===== src/rtl/lsu_pkg.sv =====
// lsu_pkg: shared definitions for the load/store unit.
//   - access size encodings on req_size
//   - FSM state encoding
//   - default data-memory geometry (words, index width)
package lsu_pkg;

  localparam logic [1:0] SZ_BYTE = 2'b00;
  localparam logic [1:0] SZ_HALF = 2'b01;
  localparam logic [1:0] SZ_WORD = 2'b10;
  localparam logic [1:0] SZ_ILL  = 2'b11;

  localparam int LSU_DEPTH = 32;
  localparam int LSU_IDX_W = 5;

  typedef enum logic [2:0] {
    IDLE  = 3'd0,
    LOAD  = 3'd1,
    RMW   = 3'd2,
    STORE = 3'd3,
    ERR   = 3'd4
  } state_t;

endpackage


===== src/rtl/lsu_lane_align.sv =====
// lsu_lane_align: purely combinational lane logic for sub-word accesses.
// Little-endian: byte 0 is bits [7:0].
// Ports:
//   mem_word   in  32  word read from memory
//   lane       in  2   byte address bits [1:0]
//   size       in  2   SZ_BYTE / SZ_HALF / SZ_WORD
//   sext       in  1   loads: 1 sign-extend, 0 zero-extend
//   wdata      in  16  store data (low byte used for byte stores)
//   load_data  out 32  extracted and extended load result
//   store_word out 32  mem_word with the addressed byte/half replaced
module lsu_lane_align
  import lsu_pkg::*;
(
  input  logic [31:0] mem_word,
  input  logic [1:0]  lane,
  input  logic [1:0]  size,
  input  logic        sext,
  input  logic [15:0] wdata,
  output logic [31:0] load_data,
  output logic [31:0] store_word
);

  logic [7:0]  byte_val;
  logic [15:0] half_val;

  assign byte_val = mem_word[{lane, 3'b000} +: 8];
  // Halfwords are 2-byte aligned, so only lane[1] picks the half.
  assign half_val = lane[1] ? mem_word[31:16] : mem_word[15:0];

  always_comb begin
    load_data  = mem_word;
    store_word = mem_word;
    case (size)
      SZ_BYTE: begin
        load_data = {{24{sext & byte_val[7]}}, byte_val};
        store_word[{lane, 3'b000} +: 8] = wdata[7:0];
      end
      SZ_HALF: begin
        load_data = {{16{sext & half_val[15]}}, half_val};
        if (lane[1]) store_word[31:16] = wdata;
        else         store_word[15:0]  = wdata;
      end
      default: begin
        load_data  = mem_word;
        store_word = mem_word;
      end
    endcase
  end

endmodule


===== src/rtl/load_store_unit.sv =====
// load_store_unit: initiator between the MEM pipeline stage and the data
// memory. Performs word loads/stores, byte/halfword loads with sign/zero
// extension and sub-word stores by read-modify-write.
// The memory writes on posedge and refreshes mem_dout on negedge, so read
// data for an address issued at posedge k is usable at posedge k+1.
//
// Build option: LSU_SUBWORD_EN
//   defined   - byte/halfword loads and read-modify-write stores
//   undefined - only word accesses; sizes 00/01 complete with resp_err
//
// Ports:
//   clk         in   1   clock, all state on posedge
//   reset       in   1   asynchronous active-low reset
//   req_valid   in   1   request present
//   req_ready   out  1   unit can accept (IDLE only), combinational
//   req_we      in   1   1 store, 0 load
//   req_size    in   2   00 byte, 01 half, 10 word, 11 illegal
//   req_sext    in   1   loads: sign-extend
//   req_addr    in   32  byte address
//   req_wdata   in   32  store data
//   resp_valid  out  1   one-cycle completion pulse
//   resp_rdata  out  32  load data; 0 for stores and errors
//   resp_err    out  1   misaligned / out-of-range / illegal size
//   mem_addr    out  32  word index to memory, registered
//   mem_din     out  32  write data to memory, registered
//   mem_we      out  1   write enable to memory, registered
//   mem_dout    in   32  memory read data
//   dbg_state   out  3   current FSM state
//
// Handshake: a request transfers on a posedge where req_valid && req_ready;
// all request fields are latched on that edge and ignored afterwards. The
// requester holds req_valid until it sees req_ready. There is no
// backpressure on the response side: resp_valid is a single-cycle pulse.
module load_store_unit
  import lsu_pkg::*;
#(
  parameter int DEPTH = LSU_DEPTH,
  parameter int IDX_W = LSU_IDX_W
) (
  input  logic        clk,
  input  logic        reset,
  input  logic        req_valid,
  output logic        req_ready,
  input  logic        req_we,
  input  logic [1:0]  req_size,
  input  logic        req_sext,
  input  logic [31:0] req_addr,
  input  logic [31:0] req_wdata,
  output logic        resp_valid,
  output logic [31:0] resp_rdata,
  output logic        resp_err,
  output logic [31:0] mem_addr,
  output logic [31:0] mem_din,
  output logic        mem_we,
  input  logic [31:0] mem_dout,
  output state_t      dbg_state
);

  state_t      state;
  logic [29:0] req_idx;
  logic        out_of_range;
  logic        acc_err;
  logic        accept;

  assign req_ready = (state == IDLE);
  assign accept    = req_valid && req_ready;
  assign dbg_state = state;

  // Range check: the shift catches indices beyond the index width, the
  // compare covers DEPTH values that are not a power of two.
  assign req_idx      = req_addr[31:2];
  assign out_of_range = ((req_idx >> IDX_W) != '0) || (req_idx >= 30'(DEPTH));

  always_comb begin
    acc_err = out_of_range;
    case (req_size)
      SZ_WORD: if (req_addr[1:0] != 2'b00) acc_err = 1'b1;
`ifdef LSU_SUBWORD_EN
      SZ_HALF: if (req_addr[0]) acc_err = 1'b1;
      SZ_BYTE: ;
`endif
      default: acc_err = 1'b1;
    endcase
  end

`ifdef LSU_SUBWORD_EN
  // Request fields needed after the accept edge.
  logic [1:0]  r_size;
  logic        r_sext;
  logic [1:0]  r_lane;
  logic [15:0] r_wdata;
  logic [31:0] load_data;
  logic [31:0] store_word;

  lsu_lane_align u_lane_align (
    .mem_word   (mem_dout),
    .lane       (r_lane),
    .size       (r_size),
    .sext       (r_sext),
    .wdata      (r_wdata),
    .load_data  (load_data),
    .store_word (store_word)
  );
`else
  logic [31:0] load_data;
  logic        unused_sext;

  // Word-only build: loads return the full memory word.
  assign load_data   = mem_dout;
  assign unused_sext = req_sext;
`endif

  always_ff @(posedge clk or negedge reset) begin
    if (!reset) begin
      state      <= IDLE;
      resp_valid <= 1'b0;
      resp_err   <= 1'b0;
      resp_rdata <= '0;
      mem_addr   <= '0;
      mem_din    <= '0;
      mem_we     <= 1'b0;
`ifdef LSU_SUBWORD_EN
      r_size     <= SZ_BYTE;
      r_sext     <= 1'b0;
      r_lane     <= 2'b00;
      r_wdata    <= '0;
`endif
    end else begin
      resp_valid <= 1'b0;
      resp_err   <= 1'b0;
      case (state)
        IDLE: begin
          if (accept) begin
`ifdef LSU_SUBWORD_EN
            r_size  <= req_size;
            r_sext  <= req_sext;
            r_lane  <= req_addr[1:0];
            r_wdata <= req_wdata[15:0];
`endif
            if (acc_err) begin
              state <= ERR;
            end else begin
              mem_addr <= {2'b00, req_idx};
              if (!req_we) begin
                state <= LOAD;
              end else if (req_size == SZ_WORD) begin
                mem_din <= req_wdata;
                mem_we  <= 1'b1;
                state   <= STORE;
              end else begin
`ifdef LSU_SUBWORD_EN
                // Sub-word store: read the old word first.
                state <= RMW;
`else
                // Unreachable: sub-word sizes are flagged as errors.
                state <= ERR;
`endif
              end
            end
          end
        end
        LOAD: begin
          resp_valid <= 1'b1;
          resp_rdata <= load_data;
          state      <= IDLE;
        end
`ifdef LSU_SUBWORD_EN
        RMW: begin
          mem_din <= store_word;
          mem_we  <= 1'b1;
          state   <= STORE;
        end
`endif
        STORE: begin
          // Memory commits on this edge (mem_we was high for the cycle).
          mem_we     <= 1'b0;
          resp_valid <= 1'b1;
          resp_rdata <= '0;
          state      <= IDLE;
        end
        ERR: begin
          resp_valid <= 1'b1;
          resp_err   <= 1'b1;
          resp_rdata <= '0;
          state      <= IDLE;
        end
        default: begin
          mem_we <= 1'b0;
          state  <= IDLE;
        end
      endcase
    end
  end

endmodule


===== config.mk =====
export PLATFORM = sky130hd
export DESIGN_NAME = load_store_unit
export DESIGN_NICKNAME = d
export VERILOG_FILES = /design/src/rtl/lsu_pkg.sv /design/src/rtl/lsu_lane_align.sv /design/src/rtl/load_store_unit.sv
export SDC_FILE = /design/constraint.sdc
export NUM_CORES = 1
export LEC_CHECK = 0
export ABC_AREA = 1
export BUFFER_PORTS_ARGS = -buffer_cell sky130_fd_sc_hd__buf_2
export CAP_MARGIN = 0
export CORE_ASPECT_RATIO = 0.9
export CORE_UTILIZATION = 49
export DETAILED_ROUTE_END_ITERATION = 10
export MAX_ROUTING_LAYER = met4
export PLACE_DENSITY = 0.95
export SLEW_MARGIN = 25
export SYNTH_ARGS = -nofsm -noshare
export SYNTH_HDL_FRONTEND = slang
export SYNTH_SLANG_ARGS = --single-unit

===== constraint.sdc =====
create_clock -name clk -period 3.45 [get_ports clk]
set_input_delay 1.035 -clock clk [delete_from_list [all_inputs] [get_ports clk]]
set_output_delay 1.035 -clock clk [all_outputs]
set_load 0.03 [all_outputs]

* Word level (Yosys, flattened, before mapping)
Index checks and enable logic that the tools add are counted.
Word-level totals: register bits 100, logic and storage cells 45, input port bits 103, output and inout bits 103
Cells by class: order comparisons 1, muxes and demuxes 15, reductions and logical operators 12, bitwise gates (word level) 2, equality and inequality tests 8
Operators with widths (count):
- 32-bit case mux with 2 select lines | 1
- 30-bit by 6-bit greater-or-equal comparator with 1-bit output (second input constant) | 1
- 30-bit nonzero test | 1
- 3-bit 2-to-1 mux | 5
- 5-bit AND reduction | 2
- 1-bit 2-to-1 mux | 8
- 2-bit by 1-bit != test with 1-bit output (second input constant) | 3
- 2-bit nonzero test | 2
- 2-bit OR reduction | 2
- 3-bit by 1-bit == test with 1-bit output (second input constant) | 1
- 3-bit by 2-bit == test with 1-bit output (second input constant) | 1
- 3-bit == test (second input constant) | 1
- 3-bit zero test | 1
- 3-bit AND reduction | 1
- 3-bit OR reduction | 1
- 2-bit == test (second input constant) | 1
- 2-bit != test (second input constant) | 1
- 1-bit NOT | 2
- 1-bit case mux with 2 select lines | 1
- 1-bit logical AND | 1
- 1-bit logical OR | 1

* Longest topological paths before layout
word-level depth 7, gate-level depth with buffers 10, mapped depth without buffers 9

* Least setup slack after synthesis
OpenSTA, ideal clock, no wires.
path type input to register, from input port req_addr[31], to register mem_din[10], data arrival time 1919 ps, data required time 3332 ps, slack 1413 ps, stages 9, setup time 118 ps, path buffers 1, cells stage by stage nor2_1 > nand2_1 > nor2_1 > nand2_2 > nor2_8 > nand3_4 > buf_6 > nand2_1 > nand2_1
On the way: longest elaborated chain between the ends 6, elaborated cells on any way between the ends 7, classes of those cells order compare (1); mux (2); bitwise (1); reduce/logical (3)
RTL lines:
- from (decl) | RTL line load_store_unit.sv:47 | input logic [31:0] req_addr,
- 30-bit by 6-bit greater-or-equal comparator with 1-bit output / 30-bit nonzero test (equally long branches) | RTL line load_store_unit.sv:72 | assign out_of_range = ((req_idx >> IDX_W) != '0) || (req_idx >= 30'(DEPTH));
- 1-bit logical OR (*) | RTL line load_store_unit.sv:72
- 1-bit 2-to-1 mux (*) | RTL line load_store_unit.sv:77 | SZ_WORD: if (req_addr[1:0] != 2'b00) acc_err = 1'b1;
- 1-bit 2-to-1 mux (*) | RTL line load_store_unit.sv:76 | case (req_size)
- 1-bit NOT (no source line) (*)
- 5-bit AND reduction (no source line) (*)
- to (signal assigned) | RTL line load_store_unit.sv:147 | mem_din <= req_wdata;
- to (decl) | RTL line load_store_unit.sv:53 | output logic [31:0] mem_din,
Mark *: on every way between the ends. The rest lies on a longest branch, timed or not. A chain may end at the register's enable or synchronous reset.

* Worst setup path in the final report
from input port req_addr[26], to register mem_din[9]
Same word-level chain as after synthesis.

==> results.toml <==
[clock_network]
clockRootBuffer = "clkbuf_8"
numClockSinks = 100
cts_made_buffers = 9
cts-hold-fix-buffers = 0
clockBufferDepth = 2
clk_latency_ns = 0.35
post_cts_resized = 0
htreeDepth = 3
cts_tree = "yes"
post_cts_buffers = 0
clk_pin_slew_ns = 0.09

[power_and_ir_drop]
combPwrFrac = 0.065
power_frac_seq = 0.530
leakage_uw = 0.00326
sw_frac_of_total = 0.217
p_int_uw = 1740
clockPowerShare = 0.405
p_per_area_nw_per_um2 = 415
irDropWorstVdd_mv = 0.252
p_sw_uw = 481

[worst_setup_path]
cp.arrival_ns = 2.72
max_stage_delay_ns = 0.43
required_ns = 3.69
critPathMostFrequentCell = "nand2_1"
crit_slowest_cell = "nand3_4"
cp_cell_sequence = "buf_2 -> nor2_1 -> nand2_1 -> nor2_1 -> nand2_2 -> nor2_8 -> nand3_4 -> nand2_1 -> nand2_1"
start_kind = "input pin"
crit_type = "in2reg"
path_max_fanout = 33
rrSetupSlack_ns = 1.53
cp-end-kind = "flop"
reg2reg_to = "mem_din[9]"
r2r_cells = 6
r2r-start = "dbg_state[0]"

[placed_design]
placedCellCount = 716
io_buffers = 202
hpwlAfterDp_mm = 7.32
routabilityCongestion = 0.787
place_area_um2 = 5090

[layout]
num-nets-final = 731
n_antenna_cell = 0
layout_commonest_cell = "buf_2"
stdcell_count = 732
mostFrequentLayoutCells = "201 x buf_2, 100 x dfrtp_1, 99 x inv_1"
drive_gt1_frac = 0.367
fin_area_um2 = 5340
area_growth_pct = 31.8

[sta]
worst_pin_slew_ns = 0.809
skew_ns = 0.00667
slew_viol_final = 0
min_period_ns = 2.49
finalCritPeriodShare = 0.720
clock.fmax_mhz = 402
finalHoldViolCount = 0
finalSetupTns_ns = 0
rsz0062_at_grt = "no"
hold-worst-slack_ns = 0.473
setup_violations = 0
relSlewSlack = 0.458

[yosys]
yosysUniqueCellTypes = 22
avgSynthCellArea_um2 = 9.31
seq_area_frac_synth = 0.618
syn_inst = 435
ys_ff_latch = 100
synth.cell_area_um2 = 4050
ys.warnings.count = 0

[detailed_routing]
drtIter0Drc = 184
drc = 32
vias = 3583
ant_nets = 0
wl_per_cell_um = 13.7
viasPerCell = 4.89
finalWirelength_mm = 10.0
dr.pass1.iters = 8

[global_route]
grt_pass1_vias = 3533
grt_max_degree = 55
grt_pass1_wl_mm = 15.9
antenna_found_initial = 0
grt_overflow = 0
grt.total_usage = 0.242

[run_status]
violations = "design-rule violations"
status = "finished, violations left"

[floorplan]
die-height_um = 88.3
die_x_um = 97.8
start_util = 0.505
core-area_um2 = 8030
die-area_um2 = 8640
pin_count = 206
num_rows = 31

[min_path]
hp-start = "mem_din[14]"
min_path_type = "reg2reg"
worstHoldPathCells = 2
hold-path-endpoint = "mem_din[14]"

[flow_run]
maxCapViolations = 0
cells in the mapped netlist (all sizes together):
library cell	n	area [um^2]
o22ai	32	200
nor3	2	10.0
conb	1	3.75
o21ai	2	10.0
a21oi	1	5.00
nor2	45	193
inv	99	372
buf	17	128
clkbuf	7	26.3
clkinv	1	5.00
nand3	3	27.5
nand2	93	369
nand4	32	200
dfrtp	100	2500
power by group through the flow:
stage               clock (uW)  sequential (uW)  combinational (uW)
floorplan                    0             1200                46.1
global placement             0             1200                 139
detailed placement           0             1200                 145
CTS                        922             1180                 145
global route               959             1180                 159
finish                     897             1180                 144
logic make-up (layout without fill, tap and decap cells):
logic type,count (synthesis),count (layout),share of synthesized area
other cells,1,2,0.000926
compound gates,35,35,0.0531
simple gates,175,175,0.197
flops,100,100,0.618
buf+inv,124,321,0.131
state kept, by name (all words and copies together), names as in the netlist:
register,count
resp_err,1
mem_we,1
resp_valid,1
resp_rdata,32
mem_din,32
dbg_state,3
mem_addr,30
layer usage:
metal | vias to the layer above | wire length, um | global-route usage
met3 | 20 | 688 | 0.0624
met5 | - | 0 | -
met2 | 164 | 5040 | 0.412
met4 | 0 | 197 | 0.0950
met1 | 1687 | 4080 | 0.278
li1 | 1712 | - | -
stage by stage:
step	utilization	power, uW	setup WS, ns
global placement	0.632	1340	0.714
finish	0.665	2220	0.964
detailed placement	0.634	1340	0.574
CTS	0.665	2240	0.964
global route	0.665	2290	0.849
floorplan	-	1250	1.41
how the worst max path moves through the flow:
stage	endpoint	depth (start not counted)	slack, ns	start
CTS	mem_din[4]	9	0.96	req_addr[26]
finish	mem_din[9]	9	0.96	req_addr[26]
global placement	mem_din[5]	9	0.71	req_addr[26]
global route	mem_din[7]	9	0.85	req_addr[26]
floorplan	mem_din[10]	9	1.41	req_addr[31]
detailed placement	mem_din[28]	9	0.57	req_addr[26]
area by class of cell:
class                      count  area (um^2)
fill                         634         2690
sequential                   100         2500
timing repair buffer         205         1050
multi-input combinational    212         1040
inverter                     100          377
clock buffer                  11          141
tap                           99          124
clock inverter                 5          108
worst max-delay path, delay by kind of cell:
| kind | cells | cell delay [ns] |
|---|---|---|
| buffers and inverters | 1 | 0.10 |
| and+or+nand+nor | 8 | 1.56 |
Power figures use the tool's default switching activity.
